<file path="src/rtl/uart_rx_deserializer.sv">
// uart_rx_deserializer: 8N1 UART receiver with a one-entry valid/ready holding register
module uart_rx_deserializer #(
    parameter int CLKS_PER_BIT = 217,
    parameter int DATA_BITS    = 8
) (
    input  logic                 clock,
    input  logic                 reset_n,
    input  logic                 uart_rx_input,
    output logic [DATA_BITS-1:0] rx_data,
    output logic                 rx_valid,
    input  logic                 rx_ready,
    output logic                 frame_error,
    output logic                 overrun,
    output logic                 rx_busy
);
    localparam int BW = $clog2(DATA_BITS);
    localparam logic [15:0] HALF_LAST = 16'(CLKS_PER_BIT / 2 - 1);
    localparam logic [15:0] BIT_LAST = 16'(CLKS_PER_BIT - 1);
    localparam logic [BW-1:0] DATA_LAST = BW'(DATA_BITS - 1);

    typedef enum logic [2:0] {IDLE, START, DATA, STOP, WAIT_HIGH} state_t;

    state_t state, state_n;
    logic rx_meta, rxs;
    logic [15:0] cnt, cnt_n;
    logic [BW-1:0] bit_cnt, bit_cnt_n;
    logic [DATA_BITS-1:0] sh, sh_n, rx_data_n;
    logic rx_valid_n, frame_error_n, overrun_n;

    assign rx_busy = state != IDLE;

    // two-flop synchronizer; the line idles high so reset to 1 to avoid a false start
    always_ff @(posedge clock or negedge reset_n) begin
        if (!reset_n) begin
            rx_meta <= 1'b1;
            rxs     <= 1'b1;
        end else begin
            rx_meta <= uart_rx_input;
            rxs     <= rx_meta;
        end
    end

    // state, counters, shift register and holding register
    always_ff @(posedge clock or negedge reset_n) begin
        if (!reset_n) begin
            state       <= IDLE;
            cnt         <= '0;
            bit_cnt     <= '0;
            sh          <= '0;
            rx_data     <= '0;
            rx_valid    <= 1'b0;
            frame_error <= 1'b0;
            overrun     <= 1'b0;
        end else begin
            state       <= state_n;
            cnt         <= cnt_n;
            bit_cnt     <= bit_cnt_n;
            sh          <= sh_n;
            rx_data     <= rx_data_n;
            rx_valid    <= rx_valid_n;
            frame_error <= frame_error_n;
            overrun     <= overrun_n;
        end
    end

    // next-state: mid-bit sampling, stop-bit checking and holding-register load/drop
    always_comb begin
        state_n       = state;
        cnt_n         = cnt + 16'd1;
        bit_cnt_n     = bit_cnt;
        sh_n          = sh;
        rx_data_n     = rx_data;
        rx_valid_n    = rx_valid & ~rx_ready;
        frame_error_n = 1'b0;
        overrun_n     = 1'b0;
        case (state)
            IDLE: begin
                cnt_n = '0;
                if (!rxs) state_n = START;
            end
            START: begin
                if (cnt == HALF_LAST) begin
                    cnt_n     = '0;
                    bit_cnt_n = '0;
                    state_n   = rxs ? IDLE : DATA;
                end
            end
            DATA: begin
                if (cnt == BIT_LAST) begin
                    cnt_n         = '0;
                    sh_n[bit_cnt] = rxs;
                    bit_cnt_n     = bit_cnt + 1'b1;
                    if (bit_cnt == DATA_LAST) state_n = STOP;
                end
            end
            STOP: begin
                if (cnt == BIT_LAST) begin
                    cnt_n = '0;
                    if (rxs) begin
                        state_n = IDLE;
                        if (!rx_valid || rx_ready) begin
                            rx_data_n  = sh;
                            rx_valid_n = 1'b1;
                        end else begin
                            overrun_n = 1'b1;
                        end
                    end else begin
                        frame_error_n = 1'b1;
                        state_n       = WAIT_HIGH;
                    end
                end
            end
            WAIT_HIGH: begin
                cnt_n = '0;
                if (rxs) state_n = IDLE;
            end
            default: state_n = IDLE;
        endcase
    end
endmodule

</file>
<file path="config.mk">
export PLATFORM = sky130hd
export DESIGN_NAME = uart_rx_deserializer
export DESIGN_NICKNAME = d
export VERILOG_FILES = /design/src/rtl/uart_rx_deserializer.sv
export SDC_FILE = /design/constraint.sdc
export NUM_CORES = 1
export LEC_CHECK = 0
export BUFFER_PORTS_ARGS = -buffer_cell sky130_fd_sc_hd__buf_2
export CAP_MARGIN = 20
export CORE_MARGIN = 5
export CORE_UTILIZATION = 35
export DETAILED_ROUTE_END_ITERATION = 10
export PLACE_DENSITY = 0.63
export SYNTH_ARGS = -nofsm -noshare
export SYNTH_HDL_FRONTEND = slang
export SYNTH_SLANG_ARGS = --single-unit
</file>
<file path="constraint.sdc">
create_clock -name clock -period 2.72 [get_ports clock]
set_clock_uncertainty 0.1 [all_clocks]
set_input_delay 0.408 -clock clock [delete_from_list [all_inputs] [get_ports clock]]
set_output_delay 0.408 -clock clock [all_outputs]
set_load 0.02 [all_outputs]
</file>
==> results.md, run 1 <==
* Clk buf depth at 2
* Clk pin slew, worst setup/hold paths at 0.08 ns
* Power density over the cells at 469 nW/um^2
* TritonCTS clock tree: built
* # nets final at 219
* Core footprint at 5850 um^2
* F_max at 417 MHz
* Synth cell count leaders: dfrtp_1, a21oi_1, mux2_2
* Register bit total from synthesis at 43
* Most common cell in the netlist: dfrtp_1
* Vias per inst at 5.11
* Critical Path Fanout Max at 5
* Number of enable flip-flop cells after synthesis at 0
* Slew HR at ~37%
* Biggest area consumer among synthesized cells: dfrtp_1
* WL final at 3.91 mm
* Clock sinks at 43
* GPL Wtd Cong at 0.833
* Register area share after synthesis at 52.1%
* Die Y at 86.9 um
* P_sw at ~230 uW
* Aggregate global-route resource usage at 11.3%
* Worst-margin pin slew at 0.942 ns
* Startpoint class of the critical path: flop
* Largest family of logic cells by synthesized area: simple AND/OR/NAND/NOR gates
* Post-synth top area share at 49.5%
* Fin crit share at 88.2%
* First-pass GRT wire length at 6.82 mm
* Vias at 1466
* TritonRoute pass-1 iters at 4
* I/O pin total at 16
* Worst vdd ir at about 0.18 mV
* Fill count at 573
* Port Buf Inserts at 15
* Vias in the first global route at 1489
* Post-CTS Setup Inserts at 0
* Worst hold slack at 0.108 ns
* Cell-internal power at 874 uW
* RSZ-0062 raised after global routing: false
* Synth Area in Adders at 2.42%
* Setup WS pre-CTS at 0.343 ns
* Cell Area, Synth at around 2100 um^2
* Largest net degree at the start of global routing at 44
* Slew Viols, Final at 0
* Area delta synth->final at 13.4%
* XOR/XNOR Fraction of Synth Area at 5.07%
* Switching fraction of total power at about 21%
* Gate power share at 1.3%
* Cell count after synthesis at roughly 190
* TNS Setup at 0 ns
* Mean post-synth cell area at 10.8 um^2
* Width of the die at 86.9 um
* Max-cap viol count at 0
* Synth unique cells at 38
* Setup ws final at between 0.3 and 0.4 ns
* Post-CTS Hold Buffers at 0
* Min Clock Period, post-route at approximately 2.4 ns
* H-tree lvl count at 2
* Status: complete, no violations
* DRT antenna net count at 0
* # DRC at 0
* CTS-repair resized insts at 0
* Kind of critical path: flop to flop
* Setup crit end kind: flop
* Clk root buf: clkbuf_8
* Simple logic cell fraction of the synthesized area at 20.2%
* Row count at 28
* Clk Latency, worst-skew pair at 0.29 ns
* Crit path DAT at 2.52 ns
* CTS Buf Count at 5
* Yosys warns at 0
* Wire per inst at between 10 and 15 um
* N_diodes at 0
* Layout cells sized above 1 at around a fifth
* Syn_nets at 200
* Final Hold Fails at 0
* DR iter-0 viols at 95
* Congestion Overflow GR at 0
* Clk pwr share at between 40% and 50%
* Die area at 7560 um^2
* DP Wirelength at 2.66 mm
* # setup viols final at 0
* Hold Crit Class: input port to flop
* Pleak at 1.05 nW
* Mux contribution to synthesized area at 8.70%
* Asr flop ratio synth at 100%
* Top_reg_cell synth: dfrtp_1
* Synth Area in Compound Gates at around 8.8%
* Starting Density at between 30% and 40%
* Seq pwr share at 58.4%
* Total power at 1.10 mW
* Critical Path RT at 2.84 ns
* Synth area leaders: dfrtp_1, mux2_2, a21oi_1, xnor2_1, nand3_1
* Initial antenna violation count at 0
## cells in the final DEF, fill, tap and decap left out, drive strengths merged, types with 2 or more instances in the layout
cell    count
buf        20
or4         6
a22oi       2
nand4b      5
dfrtp      41
a211oi      2
nor4        5
o21ai       4
clkbuf      7
nand2b      3
xnor2      10
inv         7
xor2        2
nand3b      3
nor2        8
nand3      12
nor3        4
dfstp       2
nand2       9
or3         3
nand4       6
mux2       16
ha          4
a21oi      19
## power groups by stage
| stage | clock network [mW] | registers [mW] | logic (mW) |
|---|---|---|---|
| after floorplan | 0 | 0.655 | 0.00185 |
| after global placement | 0 | 0.657 | 0.0151 |
| after detailed placement | 0 | 0.657 | 0.0153 |
| after CTS | 0.458 | 0.645 | 0.0154 |
| after global routing | 0.488 | 0.645 | 0.0171 |
| final | 0.444 | 0.645 | 0.0140 |
## path summary, 6_finish.rpt
check / start / slack [ns] / endpoint / cells past startpoint
setup / recovery: cnt[8] / 0.32 / state[1] / 4
hold / removal: uart_rx_input / 0.11 / rx_meta / 1
setup reg to reg: cnt[8] / 0.32 / state[1] / 4
hold reg to reg: rx_meta / 0.26 / rxs / 0
max in group asynchronous: reset_n / 1.77 / cnt[12] / 1
min in group asynchronous: reset_n / 0.16 / rx_data[2] / 1
## routing by layer
metal / up-vias / part of all wire, % / GRT usage, %
met5: - / 0 / 0
met4: 0 / 0.97 / 4.53
met3: 2 / 3.4 / 2.65
met2: 20 / 46 / 17.7
met1: 707 / 50 / 15.0
li1: 737 / - / -
## area by class of cell
class / count / area, um^2 / share of cell area [%]
Timing Repair Buffer: 20 / 113 / 4.79
Inverter: 7 / 26.3 / 1.12
Multi-Input combinational cell: 134 / 935 / 39.8
Tap cell: 75 / 93.8 / 3.99
Clock buffer: 7 / 96.3 / 4.10
Clock inverter: 1 / 7.51 / 0.319
Sequential cell: 43 / 1080 / 45.9
## critical path: stages, from the launching register on
cell	delay [ns]
dfrtp_1	0.43
or4_4	0.58
or4_1	0.63
or4_1	0.43
a21oi_1	0.15
## sequential cells by signal, summed over array words and instances (netlist names)
name         flops
frame_error      1
rxs              1
bit_cnt          3
rx_data          8
sh               8
overrun          1
state            3
rx_valid         1
rx_meta          1
cnt             16
## cell families after synthesis
logic type	count (synthesis)
and+or+nand+nor	70
DFF	43
AOI/OAI and AO/OA	32
muxes	16
buffers and inverters	15
xor gates and xnor gates	12
adders and majority gates	4
## metrics by stage
stage	area, um^2	util [%]	std cells
2_1_floorplan	2070	-	192
3_3_place_gp	2250	38.4	279
3_5_place_dp	2250	38.4	279
4_1_cts	2350	40.2	287
5_1_grt	2350	40.2	287
6_report	2350	40.2	287
Power figures use the tool's default switching activity.
==> run 2, diff against run 1 <==
--- a/config.mk
+++ b/config.mk
@@ -7,10 +7,12 @@
 export LEC_CHECK = 0
 export BUFFER_PORTS_ARGS = -buffer_cell sky130_fd_sc_hd__buf_2
 export CAP_MARGIN = 20
+export CELL_PAD_IN_SITES_DETAIL_PLACEMENT = 0
+export CELL_PAD_IN_SITES_GLOBAL_PLACEMENT = 1
 export CORE_MARGIN = 5
 export CORE_UTILIZATION = 35
 export DETAILED_ROUTE_END_ITERATION = 10
-export PLACE_DENSITY = 0.63
+export PLACE_DENSITY = 0.73
 export SYNTH_ARGS = -nofsm -noshare
 export SYNTH_HDL_FRONTEND = slang
 export SYNTH_SLANG_ARGS = --single-unit
==> run 2 against run 1 <==
Clock power shrank 13%. Cell area decreased by 0.64%. Wire length rose by 2.7%. Core utilization shrank 0.26 points. Flip-flop and latch count did not move. Register-to-register slack worse by 0.03 ns. Global-route usage rose by 0.45 points. Sequential power about the same. Sequential share of layout area rose by 0.30 points. Total power fell by 5.3%. Die area unchanged. Cell count up 0.35%. Largest cell class unchanged. Largest power group unchanged. Highest routed layer unchanged.
==> results.md, run 2 (synthesized netlist as in run 1, its figures left out) <==
* Vias per inst at 5.08
* N_diodes at 0
* DP Wirelength at 2.73 mm
* # setup viols final at 0
* Clk root buf: clkbuf_8
* Width of the die at ~87 um
* Wire per inst at 13.9 um
* FF-to-FF path depth at 4
* Critical Path Fanout Max at 5
* # DRC at 0
* WHS Path Cells at 1
* CP Buf/Inv Count at 0
* Top reg by flops: cnt
* WL final at roughly 4.0 mm
* Row count at 28
* Largest net degree at the start of global routing at 44
* TNS Setup at 0 ns
* CTS-repair resized insts at 0
* Initial antenna violation count at 0
* F_max at between 400 and 500 MHz
* Worst stage delay on the critical path at 0.64 ns
* Congestion Overflow GR at 0
* Post-CTS Setup Inserts at 0
* Clk pin slew, worst setup/hold paths at approximately 0.08 ns
* Aggregate global-route resource usage at 11.7%
* Setup WS pre-CTS at 0.285 ns
* Commonest non-fill, non-tap cell in the layout: dfrtp_1
* Worst vdd ir at 0.186 mV
* Critical Path RT at about 2.8 ns
* Kind of critical path: flop to flop
* TritonRoute pass-1 iters at 4
* Worst hold slack at between 0.1 and 0.15 ns
* CP Depth at 4
* H-tree lvl count at 2
* # nets final at 220
* Most frequent cells in the layout: dfrtp_1, a21oi_1, buf_2
* Area delta synth->final at 12.7%
* Cell chain of the critical path: or4_4 > or4_1 > or4_1 > a21oi_1
* Vias at 1464
* Clk Latency, worst-skew pair at 0.29 ns
* Post-CTS Hold Buffers at 0
* Port Buf Inserts at 15
* Slew HR at between 30 and 40%
* Max-cap viol count at 0
* RSZ-0062 raised after global routing: false
* Final Non-Filler Cells at 288
* Vias in the first global route at 1472
* Final Hold Fails at 0
* Hold Crit Class: input port to flop
* Slew Viols, Final at 0
* Die Y at 86.9 um
* Core footprint at 5850 um^2
* Layout cells sized above 1 at 20.7%
* Setup crit end kind: flop
* Max FFs per register at 16
* Fill count at 571
* CTS Buf Count at 5
* TritonCTS clock tree: built
* CP top delay family: simple AND/OR/NAND/NOR gates
* Min Clock Period, post-route at 2.43 ns
* GPL Wtd Cong at 0.860
* Clk buf depth at 2
* DRT antenna net count at 0
* Starting Density at a little over a third
* Top Registers: cnt x16, rx_data x8, sh x8
* I/O pin total at 16
* Pleak at 1.05 nW
* Die area at 7560 um^2
* Reg2reg setup slack at 0.29 ns
* Clock sinks at 43
* Critical path's slowest cell: or4_1
* Power density over the cells at 447 nW/um^2
* DR iter-0 viols at 71
* Placed insts at 280
* Crit path DAT at 2.54 ns
* Register area at 1080 um^2
* Crit path top cell by count: or4_1
* Multi-input gate area at 935 um^2
* Worst-margin pin slew at 0.918 ns
* Startpoint class of the critical path: flop
* Status: complete, no violations
* Fin crit share at 89.4%
* Setup ws final at 0.288 ns
* First-pass GRT wire length at 7.06 mm
[run 2: worst reg2reg max path: stages (launching register included)]
cell and delay, ns:
dfrtp_1 0.43, or4_4 0.58, or4_1 0.64, or4_1 0.43, a21oi_1 0.16
[run 2: per-layer routing]
| metal | global-route usage [%] | part of all wire (%) |
|---|---|---|
| met5 | 0 | 0 |
| met4 | 3.82 | 1.4 |
| met3 | 2.84 | 2.9 |
| met2 | 17.3 | 45 |
| met1 | 16.9 | 51 |
[run 2: cell type report]
class | instances | share of cell area, %
sequential | 43 | 46.2
multi-input combinational | 134 | 40.0
timing repair buffer | 21 | 5.14
tap | 75 | 4.02
clock buffer | 7 | 3.27
inverter | 7 | 1.13
clock inverter | 1 | 0.214
[run 2: path summary, 6_finish.rpt]
check | startpoint | endpoint
max | cnt[8] | state[1]
min | uart_rx_input | rx_meta
max reg2reg | cnt[8] | state[1]
min reg2reg | rx_meta | rxs
max in group asynchronous | reset_n | bit_cnt[1]
min in group asynchronous | reset_n | cnt[1]
[run 2: where the power goes]
part	internal [mW]	total [mW]	switching, mW
registers	0.641	0.644	0.00301
logic	0.00185	0.0137	0.0118
clock network	0.180	0.386	0.206
[run 2: per-stage QoR]
stage	power, mW	utilization [%]	cell area, um^2
final	1.04	39.9	2330
after global routing	1.09	39.9	2330
after CTS	1.06	39.9	2330
after detailed placement	0.672	38.5	2250
after global placement	0.672	38.5	2250
after floorplan	0.657	-	2070
